--- src/rtl/m216_ff6_if.sv ---
// Channel bus for the M216 six-flop FlipChip: per-channel D/clock/direct inputs and q/q_n outputs.
interface m216_ff6_if #(parameter int NUM_FF = 6);
  logic [NUM_FF-1:0] d;
  logic [NUM_FF-1:0] ck;
  logic [NUM_FF-1:0] set_l;
  logic [NUM_FF-1:0] clr_l;
  logic [NUM_FF-1:0] q;
  logic [NUM_FF-1:0] q_n;

  modport master (output d, ck, set_l, clr_l, input q, q_n);
  modport slave  (input d, ck, set_l, clr_l, output q, q_n);
endinterface

--- src/rtl/m216_ff6.sv ---
// M216 FlipChip: NUM_FF edge-triggered D flops with direct set/clear, resampled onto clk.
// Optional build macro M216_GLITCH_FILTER_EN: ck must stay high MIN_PULSE cycles to clock.
module m216_ff6_ch #(
  parameter int MIN_PULSE = 2
) (
  input  logic clk,
  input  logic rst_n,
  input  logic d,
  input  logic ck,
  input  logic set_l,
  input  logic clr_l,
  output logic q
);
  logic ck_prev;
  logic ck_rise;

  assign ck_rise = ck & ~ck_prev;

`ifdef M216_GLITCH_FILTER_EN
  localparam int CW = $clog2(MIN_PULSE + 1);

  logic [CW-1:0] cnt;
  logic [CW-1:0] cnt_nx;
  logic          pend_d;

  assign cnt_nx = cnt + CW'(1);

  // cnt != 0 marks a pending clock; it only survives while ck stays high
  always_ff @(posedge clk or negedge rst_n) begin
    if (!rst_n) begin
      q       <= 1'b0;
      ck_prev <= 1'b1;
      cnt     <= '0;
      pend_d  <= 1'b0;
    end else begin
      ck_prev <= ck;
      if (!clr_l) begin
        q   <= 1'b0;
        cnt <= '0;
      end else if (!set_l) begin
        q   <= 1'b1;
        cnt <= '0;
      end else if (ck_rise) begin
        if (MIN_PULSE == 1) begin
          q <= d;
        end else begin
          pend_d <= d;
          cnt    <= CW'(1);
        end
      end else if (cnt != '0) begin
        if (!ck) begin
          cnt <= '0;
        end else if (cnt_nx == CW'(MIN_PULSE)) begin
          q   <= pend_d;
          cnt <= '0;
        end else begin
          cnt <= cnt_nx;
        end
      end
    end
  end
`else
  always_ff @(posedge clk or negedge rst_n) begin
    if (!rst_n) begin
      q       <= 1'b0;
      ck_prev <= 1'b1;
    end else begin
      ck_prev <= ck;
      if (!clr_l)       q <= 1'b0;
      else if (!set_l)  q <= 1'b1;
      else if (ck_rise) q <= d;
    end
  end
`endif
endmodule

module m216_ff6 #(
  parameter int NUM_FF    = 6,
  parameter int MIN_PULSE = 2
) (
  input  logic          clk,
  input  logic          rst_n,
  m216_ff6_if.slave     bus
);
  logic [NUM_FF-1:0] q;

  for (genvar i = 0; i < NUM_FF; i++) begin : g_ch
    m216_ff6_ch #(.MIN_PULSE(MIN_PULSE)) u_ch (
      .clk   (clk),
      .rst_n (rst_n),
      .d     (bus.d[i]),
      .ck    (bus.ck[i]),
      .set_l (bus.set_l[i]),
      .clr_l (bus.clr_l[i]),
      .q     (q[i])
    );
  end

  // q_n is derived, never stored, so it can never agree with q
  assign bus.q   = q;
  assign bus.q_n = ~q;
endmodule
--- src/flat_wrapper.sv ---
// flat-port wrapper written by rule: the top's interface ports become plain ports
module m216_ff6_flat 
#(
  parameter int NUM_FF    = 6,
  parameter int MIN_PULSE = 2
)
  (clk, rst_n, bus_d, bus_ck, bus_set_l, bus_clr_l, bus_q, bus_q_n);
  m216_ff6_if #(.NUM_FF(NUM_FF)) bus_i ();
  input  logic clk;
  input  logic rst_n;
  input wire logic [$bits(bus_i.d)-1:0] bus_d;
  input wire logic [$bits(bus_i.ck)-1:0] bus_ck;
  input wire logic [$bits(bus_i.set_l)-1:0] bus_set_l;
  input wire logic [$bits(bus_i.clr_l)-1:0] bus_clr_l;
  output wire logic [$bits(bus_i.q)-1:0] bus_q;
  output wire logic [$bits(bus_i.q_n)-1:0] bus_q_n;
  assign bus_i.d = bus_d;
  assign bus_i.ck = bus_ck;
  assign bus_i.set_l = bus_set_l;
  assign bus_i.clr_l = bus_clr_l;
  assign bus_q = bus_i.q;
  assign bus_q_n = bus_i.q_n;
  m216_ff6 #(.NUM_FF(NUM_FF), .MIN_PULSE(MIN_PULSE)) u_core (.clk(clk), .rst_n(rst_n), .bus(bus_i));
endmodule
--- config.mk ---
export PLATFORM = sky130hd
export DESIGN_NAME = m216_ff6_flat
export DESIGN_NICKNAME = d
export VERILOG_FILES = /design/src/rtl/m216_ff6_if.sv /design/src/rtl/m216_ff6.sv /design/src/flat_wrapper.sv
export SDC_FILE = /design/constraint.sdc
export NUM_CORES = 1
export LEC_CHECK = 0
export BUFFER_PORTS_ARGS = -buffer_cell sky130_fd_sc_hd__buf_4
export CAP_MARGIN = 15
export CORE_UTILIZATION = 36
export DETAILED_ROUTE_END_ITERATION = 10
export MAX_ROUTING_LAYER = met4
export PLACE_DENSITY = 0.72
export SETUP_SLACK_MARGIN = 0.05
export SLEW_MARGIN = 0
export SYNTH_ARGS = -nofsm -noshare
export SYNTH_HDL_FRONTEND = slang
export SYNTH_SLANG_ARGS = --single-unit
--- constraint.sdc ---
create_clock -name clk -period 1.05 [get_ports clk]
set_input_delay 0.0525 -clock clk [delete_from_list [all_inputs] [get_ports clk]]
set_output_delay 0.0525 -clock clk [all_outputs]
set_load 0.02 [all_outputs]
[Word-level counts from Yosys, hierarchy flattened]
Index checks and enable logic that the tools add are counted.
Operators by class
  mux-type cells: 18
  bitwise gates (word level): 13
  equality and inequality tests: 6
Operators by type and width (number)
  two-way mux 1 bit: 18
  != test 3 x 2 -> 1 bit (second input constant): 6
  AND 1 bit: 6
  inverter 1 bit: 6
  inverter 6 bit: 1
Word-level totals
  output and inout bits: 12
  register bits after elaboration: 12

[Longest topological paths before layout]
Gate-level depths: netlist of the first run.
  word-level depth: 5
  depth in mapped cells: 2

[Hierarchy]
Synthesis of the first run repeated with hierarchy kept, for this count alone.
Unflattened totals
  cells, all modules: 42
  area, all modules: 518.0 um^2
Modules (own cells, without submodules)
  m216_ff6_ch: times used 6, cells each 6, area each 82.6 um^2
  m216_ff6: times used 1, cells each 6, area each 22.5 um^2

[Worst setup path before layout of the first run]
OpenSTA, ideal clock, no wires.
  kind: flip-flop to flip-flop
  from: reg u_core.g_ch[0].u_ch.ck_prev
  to: reg u_core.g_ch[0].u_ch.q
  slack: 0.044 ns
  arrival: 0.910 ns
  cell stages (with the launch flop): 3
  path buffers: 0
  setup time: 0.096 ns
  period minus slack after synthesis: 1.006 ns
  cells stage by stage: dfstp_2 > and4bb_1 > a311oi_2
Between the ends
  cells in the longest elaborated chain, start to end: 3
Ends and longest elaborated chain
  start: declaration: line m216_ff6.sv:14  | logic ck_prev;
  start signal: assignment: line m216_ff6.sv:68  | ck_prev <= ck;
  inverter 1 bit: line m216_ff6.sv:17  | assign ck_rise = ck & ~ck_prev;
  AND 1 bit: line m216_ff6.sv:17
  != test 3 x 2 -> 1 bit (no line)
  end signal: assignment: line m216_ff6.sv:65  | q <= 1'b0;
  end signal: assignment: line m216_ff6.sv:69  | if (!clr_l) q <= 1'b0;
  end signal: assignment: line m216_ff6.sv:70  | else if (!set_l) q <= 1'b1;
  end: declaration: line m216_ff6.sv:12  | output logic q
No other way between the ends.
A chain may end at the register's enable or synchronous reset.

[Worst setup path after layout of the first run]
  from: reg u_core.g_ch[1].u_ch.ck_prev
  to: reg u_core.g_ch[1].u_ch.q
Between the ends
  cells in the longest elaborated chain, start to end: 3
Ends and longest elaborated chain (line)
  start: declaration: m216_ff6.sv:14
  start signal: assignment: m216_ff6.sv:68
  inverter 1 bit: m216_ff6.sv:17
  AND 1 bit: m216_ff6.sv:17
  != test 3 x 2 -> 1 bit (no line)
  end signal: assignment: m216_ff6.sv:65
  end signal: assignment: m216_ff6.sv:69
  end signal: assignment: m216_ff6.sv:70
  end: declaration: m216_ff6.sv:12
No other way between the ends.

==> impl_metrics.json, run 1 <==
{
  "status": "finished clean",
  "cap_violations": 0,
  "via_per_inst": 4.64,
  "cts_buffers": 3,
  "tns_ns": 0,
  "end_kind": "register",
  "path_class": "reg -> reg",
  "crit_chain": "and4bb_1 -> a311oi_2",
  "final_layout_size_suffix_gt1_frac": 0.547,
  "synth_seq_cells": 12,
  "period_needed_ns": 1.02,
  "fmax_ghz": 0.980,
  "grt_max_degree": 13,
  "vias": 515,
  "skew_ns": 0.000222,
  "slew_headroom": 0.857,
  "setup_viol": 0,
  "insertion_delay_ns": 0.27,
  "synth_seq_area_share": 0.513,
  "core-area_um2": 1520,
  "antenna_found_initial": 0,
  "final_nets": 123,
  "arrival_ns": 1.20,
  "yosysUniqueCellTypes": 7,
  "cp.buffers_inverters": 0,
  "cts-root-buf": "clkbuf_4",
  "rsz0062_at_grt": "yes",
  "ios": 38,
  "grt_usage": 0.166,
  "cpMaxStageDelayCell": "dfstp_2",
  "finalNonFillerCells": 111,
  "post-cts-setup-buffers": 0,
  "tritoncts": "done",
  "fp.dieW_um": 42.8,
  "syn-cell-area_um2": 601,
  "grt_pass1_wl_um": 2130,
  "dp_cells": 95,
  "utilization": 0.660,
  "power_density_nw_per_um2": 1090,
  "grt_pass1_vias": 496,
  "ir_drop_uv": 811,
  "dp_worst_setup_slack_ns": -0.000933,
  "start_util": 0.394,
  "ys_warn_count": 0,
  "dr.pass1.iters": 3,
  "crit_fanout": 2,
  "hold_viol": 0,
  "synth_cells": 48,
  "period_share": 0.972,
  "cts.clk_slew.worst_paths_ns": 0.07,
  "clk_path_buf_depth": 2,
  "cts.sinks": 12,
  "syn_nets": 74,
  "p_leak_nw": 0.506,
  "required_ns": 1.23,
  "syn2layout_area_growth_pct": 67.5,
  "first_iter_violations": 3,
  "layout_setup_ws_ns": 0.0298,
  "dieHeight_um": 42.8,
  "path_delay_family": "flip-flops",
  "row_count": 14,
  "overflow": 0,
  "routedWlPerCell_um": 12.2,
  "dieArea_um2": 1840,
  "drv_slew": 0,
  "syn_avg_cell_area_um2": 12.5,
  "hold_class": "in -> reg",
  "port_buffers": 37,
  "diodes": 0,
  "wl_um": 1350,
  "layout_common_cells": "buf_4 (37), dlygate4sd3_1 (13), inv_1 (12)",
  "critPathMaxStageDelay_ns": 0.53,
  "final_common_cell": "buf_4",
  "gp_congestion": 0.627,
  "tightest_slew_ns": 0.214,
  "route.detailed.drc": 0,
  "drtAntennaViolNets": 0,
  "h-tree-depth": 1,
  "worst_setup_path_start_kind": "register"
}
==> logic make-up (layout without fill, tap and decap cells) <==
group / after synthesis / in the layout / synth area share
and+or+nand+nor: 12 / 12 / 0.188
DFF: 12 / 12 / 0.512
AOI/OAI and AO/OA: 6 / 6 / 0.150
buffers and inverters: 18 / 65 / 0.150
==> worst paths after layout <==
| kind | from | end | slack [ns] | depth (start not counted) |
|---|---|---|---|---|
| max | u_core.g_ch[1].u_ch.ck_prev | u_core.g_ch[1].u_ch.q | 0.03 | 2 |
| min | bus_clr_l[2] | u_core.g_ch[2].u_ch.q | 0.02 | 3 |
| max reg2reg | u_core.g_ch[1].u_ch.ck_prev | u_core.g_ch[1].u_ch.q | 0.03 | 2 |
| min reg2reg | u_core.g_ch[0].u_ch.q | u_core.g_ch[0].u_ch.q | 0.58 | 2 |
| max in group asynchronous | rst_n | u_core.g_ch[5].u_ch.ck_prev | 0.67 | 2 |
| min in group asynchronous | rst_n | u_core.g_ch[2].u_ch.q | 0.15 | 2 |
==> tightest hold or removal path, delay by kind of cell <==
kind	cells	cell delay [ns]
buf+inv	2	0.16
compound gates	1	0.04
==> where the power goes <==
part	switching, mW	internal [mW]
Combinational	0.129	0.172
Clock	0.150	0.133
Sequential	0.0129	0.501
Total	0.291	0.805
==> layout make-up <==
| class | instances | area (um2) |
|---|---|---|
| timing repair buffer | 50 | 408 |
| multi-input combinational | 18 | 203 |
| fill | 132 | 518 |
| sequential | 12 | 308 |
| inverter | 12 | 45.0 |
| clock buffer | 3 | 22.5 |
| tap | 16 | 20.0 |
==> timing repair <==
item | in CTS | in global routing
setup endpoints to repair | 6 | 6
gates resized for setup | 0 | 0
hold endpoints to repair | 24 | 0
hold buffers | 13 | 0
pin swaps | 7 | 1
==> cell usage after synthesis <==
library cell | n | area [um2]
inv_1 | 12 | 45.0
a311oi_2 | 6 | 90.1
and4bb_1 | 6 | 75.1
buf_4 | 6 | 45.0
dfrtp_1 | 6 | 150
dfstp_2 | 6 | 158
nand2b_1 | 6 | 37.5
==> metal layers <==
layer,track usage,part of all wire,up-vias
met5,-,0,-
met4,0.0750,0.0059,0
met3,0.0426,0.074,2
met2,0.285,0.51,25
met1,0.179,0.41,236
li1,-,-,252
==> flip-flops by register name, indices dropped and copies added (netlist names) <==
name	cells
u_core.g_ch.u_ch.ck_prev	6
u_core.g_ch.u_ch.q	6
==> through the flow <==
| step | hold WS, ns | power (mW) | area, um2 |
|---|---|---|---|
| floorplan | -0.243 | 0.654 | 601 |
| global placement | -0.0980 | 0.779 | 853 |
| detailed placement | -0.0978 | 0.785 | 853 |
| global route | 0.00885 | 1.16 | 1010 |
| finish | 0.0169 | 1.10 | 1010 |
| CTS | 0.0151 | 1.11 | 1010 |
Power figures use the tool's default switching activity.
==> run 2, diff against run 1 <==
--- a/config.mk
+++ b/config.mk
@@ -7,10 +7,12 @@
 export LEC_CHECK = 0
 export BUFFER_PORTS_ARGS = -buffer_cell sky130_fd_sc_hd__buf_4
 export CAP_MARGIN = 15
-export CORE_UTILIZATION = 36
+export CELL_PAD_IN_SITES_DETAIL_PLACEMENT = 1
+export CELL_PAD_IN_SITES_GLOBAL_PLACEMENT = 2
+export CORE_UTILIZATION = 21
 export DETAILED_ROUTE_END_ITERATION = 10
 export MAX_ROUTING_LAYER = met4
-export PLACE_DENSITY = 0.72
+export PLACE_DENSITY_LB_ADDON = 0.08
 export SETUP_SLACK_MARGIN = 0.05
 export SLEW_MARGIN = 0
 export SYNTH_ARGS = -nofsm -noshare
==> run 2 against run 1 <==
  * First-iteration DRC count fell by 33%
  * Non-clock buffer count did not move
  * Clock skew barely moved
  * Sequential cell count did not move
  * Global-route usage fell by 6.7 points
  * Routed wire length barely moved
  * Power barely moved
  * Register-to-register slack improved by 0.03 ns
  * Highest routed layer is now met3
  * Combinational power barely moved
  * Critical path depth did not move
  * Final cell count rose by 14%
  * Hold slack improved by 0.0023 ns
==> impl_metrics.json, run 2 (same netlist as run 1, synthesis figures left out) <==
{
  "status": "finished clean",
  "insertion_delay_ns": 0.27,
  "final_cell_area_um2": 1020,
  "required_ns": 1.23,
  "ios": 38,
  "dieArea_um2": 3080,
  "syn2layout_area_growth_pct": 70.6,
  "cts_buffers": 3,
  "first_iter_violations": 2,
  "reg_top3": "u_core.g_ch.u_ch.ck_prev (6), u_core.g_ch.u_ch.q (6)",
  "routedWlPerCell_um": 10.7,
  "cts-root-buf": "clkbuf_4",
  "p_int_uw": 806,
  "fillCellCount": 308,
  "rsz0062_at_grt": "yes",
  "final_layout_size_suffix_gt1_frac": 0.589,
  "final_common_cell": "buf_4",
  "hold_class": "in -> reg",
  "drv_slew": 0,
  "tritoncts": "done",
  "core-area_um2": 2730,
  "via_per_inst": 4.16,
  "cap_violations": 0,
  "path_class": "reg -> reg",
  "grt_pass1_wl_um": 2290,
  "combPwrFrac": 0.273,
  "dpl_cell_area_um2": 872,
  "dpl.hpwl_um": 986,
  "drtAntennaViolNets": 0,
  "grt_pass1_vias": 530,
  "power_density_nw_per_um2": 1070,
  "post-cts-setup-buffers": 0,
  "grt_max_degree": 13,
  "tightest_slew_ns": 0.188,
  "ir_drop_uv": 814,
  "layout_common_cells": "buf_4 (37), dlygate4sd3_1 (13), inv_1 (8)",
  "tns_ns": 0,
  "diodes": 0,
  "final_nets": 123,
  "antenna_found_initial": 0,
  "row_count": 19,
  "dieHeight_um": 55.5,
  "p_seq_frac": 0.471,
  "setup_viol": 0,
  "p_switching_uw": 292,
  "worstRegToRegCells": 2,
  "pwr-share-clk": 0.256,
  "finalNonFillerCells": 126,
  "start_util": 0.220,
  "hold_depth": 3,
  "skew_ns": 0.000205,
  "fmax_ghz": 1.00,
  "arrival_ns": 1.18,
  "p_leak_nw": 0.503,
  "period_needed_ns": 0.995,
  "fp.dieW_um": 55.5,
  "worst_setup_path_start_kind": "register",
  "crit_fanout": 2,
  "p_sw_frac": 0.266,
  "gp_congestion": 0.655,
  "clk_path_buf_depth": 2,
  "dr.pass1.iters": 2,
  "overflow": 0,
  "vias": 524,
  "route.detailed.drc": 0,
  "grt_usage": 0.0993,
  "cts.sinks": 12,
  "end_kind": "register",
  "dp_cells": 110,
  "hold_viol": 0,
  "cts.clk_slew.worst_paths_ns": 0.07,
  "port_buffers": 37,
  "h-tree-depth": 1,
  "wl_um": 1350,
  "period_share": 0.948,
  "slew_headroom": 0.875
}
## run 2: changes by cell type in the layout (fill, tap and decap cells not counted)
| cell | delta |
|---|---|
| inv_1 | -4 |
| inv_2 | +4 |
## run 2: per-stage QoR
step / setup slack, ns / util / power (mW) / hold slack (ns)
after floorplan: 0.0722 / - / 0.654 / -0.243
after global placement: 0.0205 / 0.319 / 0.785 / -0.0922
after detailed placement: 0.0163 / 0.319 / 0.785 / -0.0936
after CTS: 0.0482 / 0.375 / 1.12 / 0.00291
after global routing: 0.00788 / 0.375 / 1.17 / 0.00593
final: 0.0549 / 0.375 / 1.10 / 0.0192
## run 2: final cells by class
cell class,instances,area [um2],area share
repair buffers,50,408,0.398
clock buffers,3,22.5,0.0220
multi-input cells,18,203,0.198
flip-flops and latches,12,308,0.300
well taps,31,38.8,0.0379
inverters,12,45.0,0.0440
## run 2: timing repair
| item | 4_1_cts | 5_1_grt |
|---|---|---|
| gates resized for setup | 0 | 4 |
| hold buffers | 13 | 0 |
| pin swaps | 7 | 0 |
| endpoints found under the hold margin | 24 | 0 |
| endpoints found under the setup margin | 6 | 9 |
## run 2: routing by layer
layer,routed length (um),vias up,GRT usage
li1,-,251,-
met1,590,248,0.123
met2,639,25,0.143
met3,120,0,0.0539
met4,0,0,0.0214
met5,0,-,-
## run 2: final timing paths
check / slack, ns / endpoint / startpoint
setup / recovery: 0.05 / u_core.g_ch[0].u_ch.q / u_core.g_ch[0].u_ch.ck_prev
hold / removal: 0.02 / u_core.g_ch[0].u_ch.q / bus_clr_l[0]
setup reg to reg: 0.05 / u_core.g_ch[0].u_ch.q / u_core.g_ch[0].u_ch.ck_prev
hold reg to reg: 0.56 / u_core.g_ch[1].u_ch.q / u_core.g_ch[1].u_ch.q
max in group asynchronous: 0.66 / u_core.g_ch[1].u_ch.ck_prev / rst_n
min in group asynchronous: 0.16 / u_core.g_ch[3].u_ch.q / rst_n
## run 2: power by group through the flow
stage | registers, mW | logic, mW | clock network (mW)
6_report | 0.517 | 0.299 | 0.281
5_1_grt | 0.521 | 0.323 | 0.326
4_1_cts | 0.515 | 0.302 | 0.305
3_5_place_dp | 0.523 | 0.262 | 0
3_3_place_gp | 0.522 | 0.263 | 0
2_1_floorplan | 0.519 | 0.135 | 0
## run 2: worst max-delay path, cell delays in order, from the launching register on
cell and delay [ns]:
dfstp_2 0.53, and4bb_1 0.21, a311oi_2 0.17
==> run 3, diff against run 2 <==
--- a/config.mk
+++ b/config.mk
@@ -9,7 +9,7 @@
 export CAP_MARGIN = 15
 export CELL_PAD_IN_SITES_DETAIL_PLACEMENT = 1
 export CELL_PAD_IN_SITES_GLOBAL_PLACEMENT = 2
-export CORE_UTILIZATION = 21
+export CORE_UTILIZATION = 19
 export DETAILED_ROUTE_END_ITERATION = 10
 export MAX_ROUTING_LAYER = met4
 export PLACE_DENSITY_LB_ADDON = 0.08
@@ -17,4 +17,5 @@
 export SLEW_MARGIN = 0
 export SYNTH_ARGS = -nofsm -noshare
 export SYNTH_HDL_FRONTEND = slang
+export SYNTH_HIERARCHICAL = 1
 export SYNTH_SLANG_ARGS = --single-unit
==> run 3 against run 2 <==
  * Final cell count is 5.6% lower
  * Global-route usage up 0.25 points
  * Largest power group unchanged
  * Power decreased by 3.7%
  * Critical path type is now in -> reg
==> impl_metrics.json, run 3 <==
{
  "power_density_nw_per_um2": 1140,
  "dr.pass1.iters": 1,
  "end_kind": "register",
  "path_class": "in -> reg",
  "multi_input_area_um2": 165,
  "syn2layout_area_growth_pct": 78.7,
  "syn-cell-area_um2": 518,
  "synth_edf_count": 0,
  "overflow": 0,
  "ir_drop_uv": 585,
  "tritoncts": "done",
  "skew_ns": 0.000169,
  "clk_path_buf_depth": 2,
  "start_util": 0.205,
  "hold_viol": 0,
  "utilization": 0.367,
  "fp.dieW_um": 54.2,
  "gp_congestion": 0.673,
  "period_share": 0.947,
  "cts.sinks": 12,
  "route.detailed.drc": 0,
  "reg_top3": "u_core/g_ch.u_ch/ck_prev (6), u_core/g_ch.u_ch/q (6)",
  "use_met1": 0.120,
  "tightest_slew_ns": 0.169,
  "vias": 494,
  "antenna_found_initial": 0,
  "core-area_um2": 2520,
  "fmax_ghz": 1.01,
  "required_ns": 1.20,
  "final_common_cell": "buf_4",
  "period_needed_ns": 0.995,
  "synth_seq_cells": 12,
  "via_per_inst": 4.15,
  "dpl.hpwl_um": 985,
  "worst_setup_path_start_kind": "input pin",
  "dieHeight_um": 54.2,
  "synth.top_cell.area_share": 0.304,
  "crit_fanout": 3,
  "yosysTopAreaCell": "dfstp_2",
  "syn_nets": 68,
  "cts_resized": 0,
  "synth.most_common_cell": "inv_1",
  "grt_usage": 0.102,
  "layout_common_cells": "buf_4 (37), inv_1 (12), dlygate4sd3_1 (7)",
  "first_iter_violations": 0,
  "drv_slew": 0,
  "insertion_delay_ns": 0.26,
  "cts.clk_slew.worst_paths_ns": 0.07,
  "grt_max_degree": 13,
  "synth_seq_area_share": 0.594,
  "port_buffers": 37,
  "post-cts-setup-buffers": 0,
  "rsz0062_at_grt": "no",
  "synth_cells": 42,
  "drtAntennaViolNets": 0,
  "routedWlPerCell_um": 11.0,
  "tns_ns": 0,
  "use_met2": 0.167,
  "cts_buffers": 3,
  "async_flop_share": 1.00,
  "grt_pass1_wl_um": 2080,
  "h-tree-depth": 1,
  "regArea_um2": 308,
  "final_nets": 117,
  "hold_class": "in -> reg",
  "syn_avg_cell_area_um2": 12.3,
  "ys.flop_type": "dfstp_2",
  "slew_headroom": 0.888,
  "status": "finished clean",
  "ys_warn_count": 6,
  "grt_use_met3": 0.0250,
  "cap_violations": 0,
  "top_usage_layer": "met2",
  "setup_viol": 0,
  "p_leak_nw": 0.463,
  "wl_um": 1310,
  "cts-root-buf": "clkbuf_4",
  "ios": 38,
  "final_layout_size_suffix_gt1_frac": 0.517,
  "dieArea_um2": 2940,
  "synth_area_leaders": "dfstp_2 (30%), dfrtp_1 (29%), nand4bb_1 (13%)",
  "diodes": 0,
  "fillCellCount": 307,
  "arrival_ns": 1.15,
  "yosysUniqueCellTypes": 6,
  "grt_pass1_vias": 499,
  "row_count": 18
}
[run 3: metal layers]
metal,routed length (um),up-vias
met5,0,-
met3,104,0
met2,626,21
met4,0,0
met1,580,231
li1,-,242
[run 3: through the flow]
stage	setup slack (ns)	total power, mW	area [um2]	hold slack [ns]	std cells
2_1_floorplan	0.123	0.619	518	-0.243	42
3_3_place_gp	0.0945	0.775	833	-0.0906	109
3_5_place_dp	0.0913	0.775	833	-0.0929	109
4_1_cts	0.0750	1.09	926	0.00436	119
5_1_grt	0.0523	1.13	926	0.000888	119
6_report	0.0552	1.06	926	0.0201	119
[run 3: cell type report]
cell class,instances,share of cell area
clock buffer,3,0.0243
inverter,12,0.0486
timing repair buffer,44,0.376
sequential,12,0.332
tap,30,0.0405
multi-input combinational,18,0.178
[run 3: cell families (layout without fill, tap and decap cells)]
kind of cell,count (synthesis),in the layout,synth area share
compound gates,6,6,0.116
simple gates,12,12,0.203
buf+inv,12,59,0.0870
flops,12,12,0.594
[run 3: final timing paths]
path | to | startpoint | slack [ns] | cells after the start
min | u_core/g_ch[4].u_ch/q | bus_clr_l[4] | 0.02 | 2
min reg2reg | u_core/g_ch[4].u_ch/q | u_core/g_ch[4].u_ch/q | 0.56 | 1
min in group asynchronous | u_core/g_ch[0].u_ch/q | rst_n | 0.16 | 2
max reg2reg | u_core/g_ch[5].u_ch/q | u_core/g_ch[5].u_ch/ck_prev | 0.09 | 2
max | u_core/g_ch[4].u_ch/q | bus_ck[4] | 0.06 | 4
max in group asynchronous | u_core/g_ch[4].u_ch/ck_prev | rst_n | 0.65 | 2
[run 3: repair_timing]
action,in CTS,in global routing
hold buffers,7,0
endpoints found under the setup margin,0,0
hold endpoints to repair,18,0
[run 3: power breakdown]
group | switching, mW | internal (mW) | leakage (nW)
registers | 0.0195 | 0.501 | 0.137
clock network | 0.141 | 0.132 | 0.0138
logic | 0.110 | 0.153 | 0.312
total | 0.271 | 0.787 | 0.463
[run 3: worst max-delay path, cell delays in order]
cell	delay, ns
dlygate4sd3_1	0.55
buf_4	0.15
nor2b_1	0.12
o311a_1	0.28
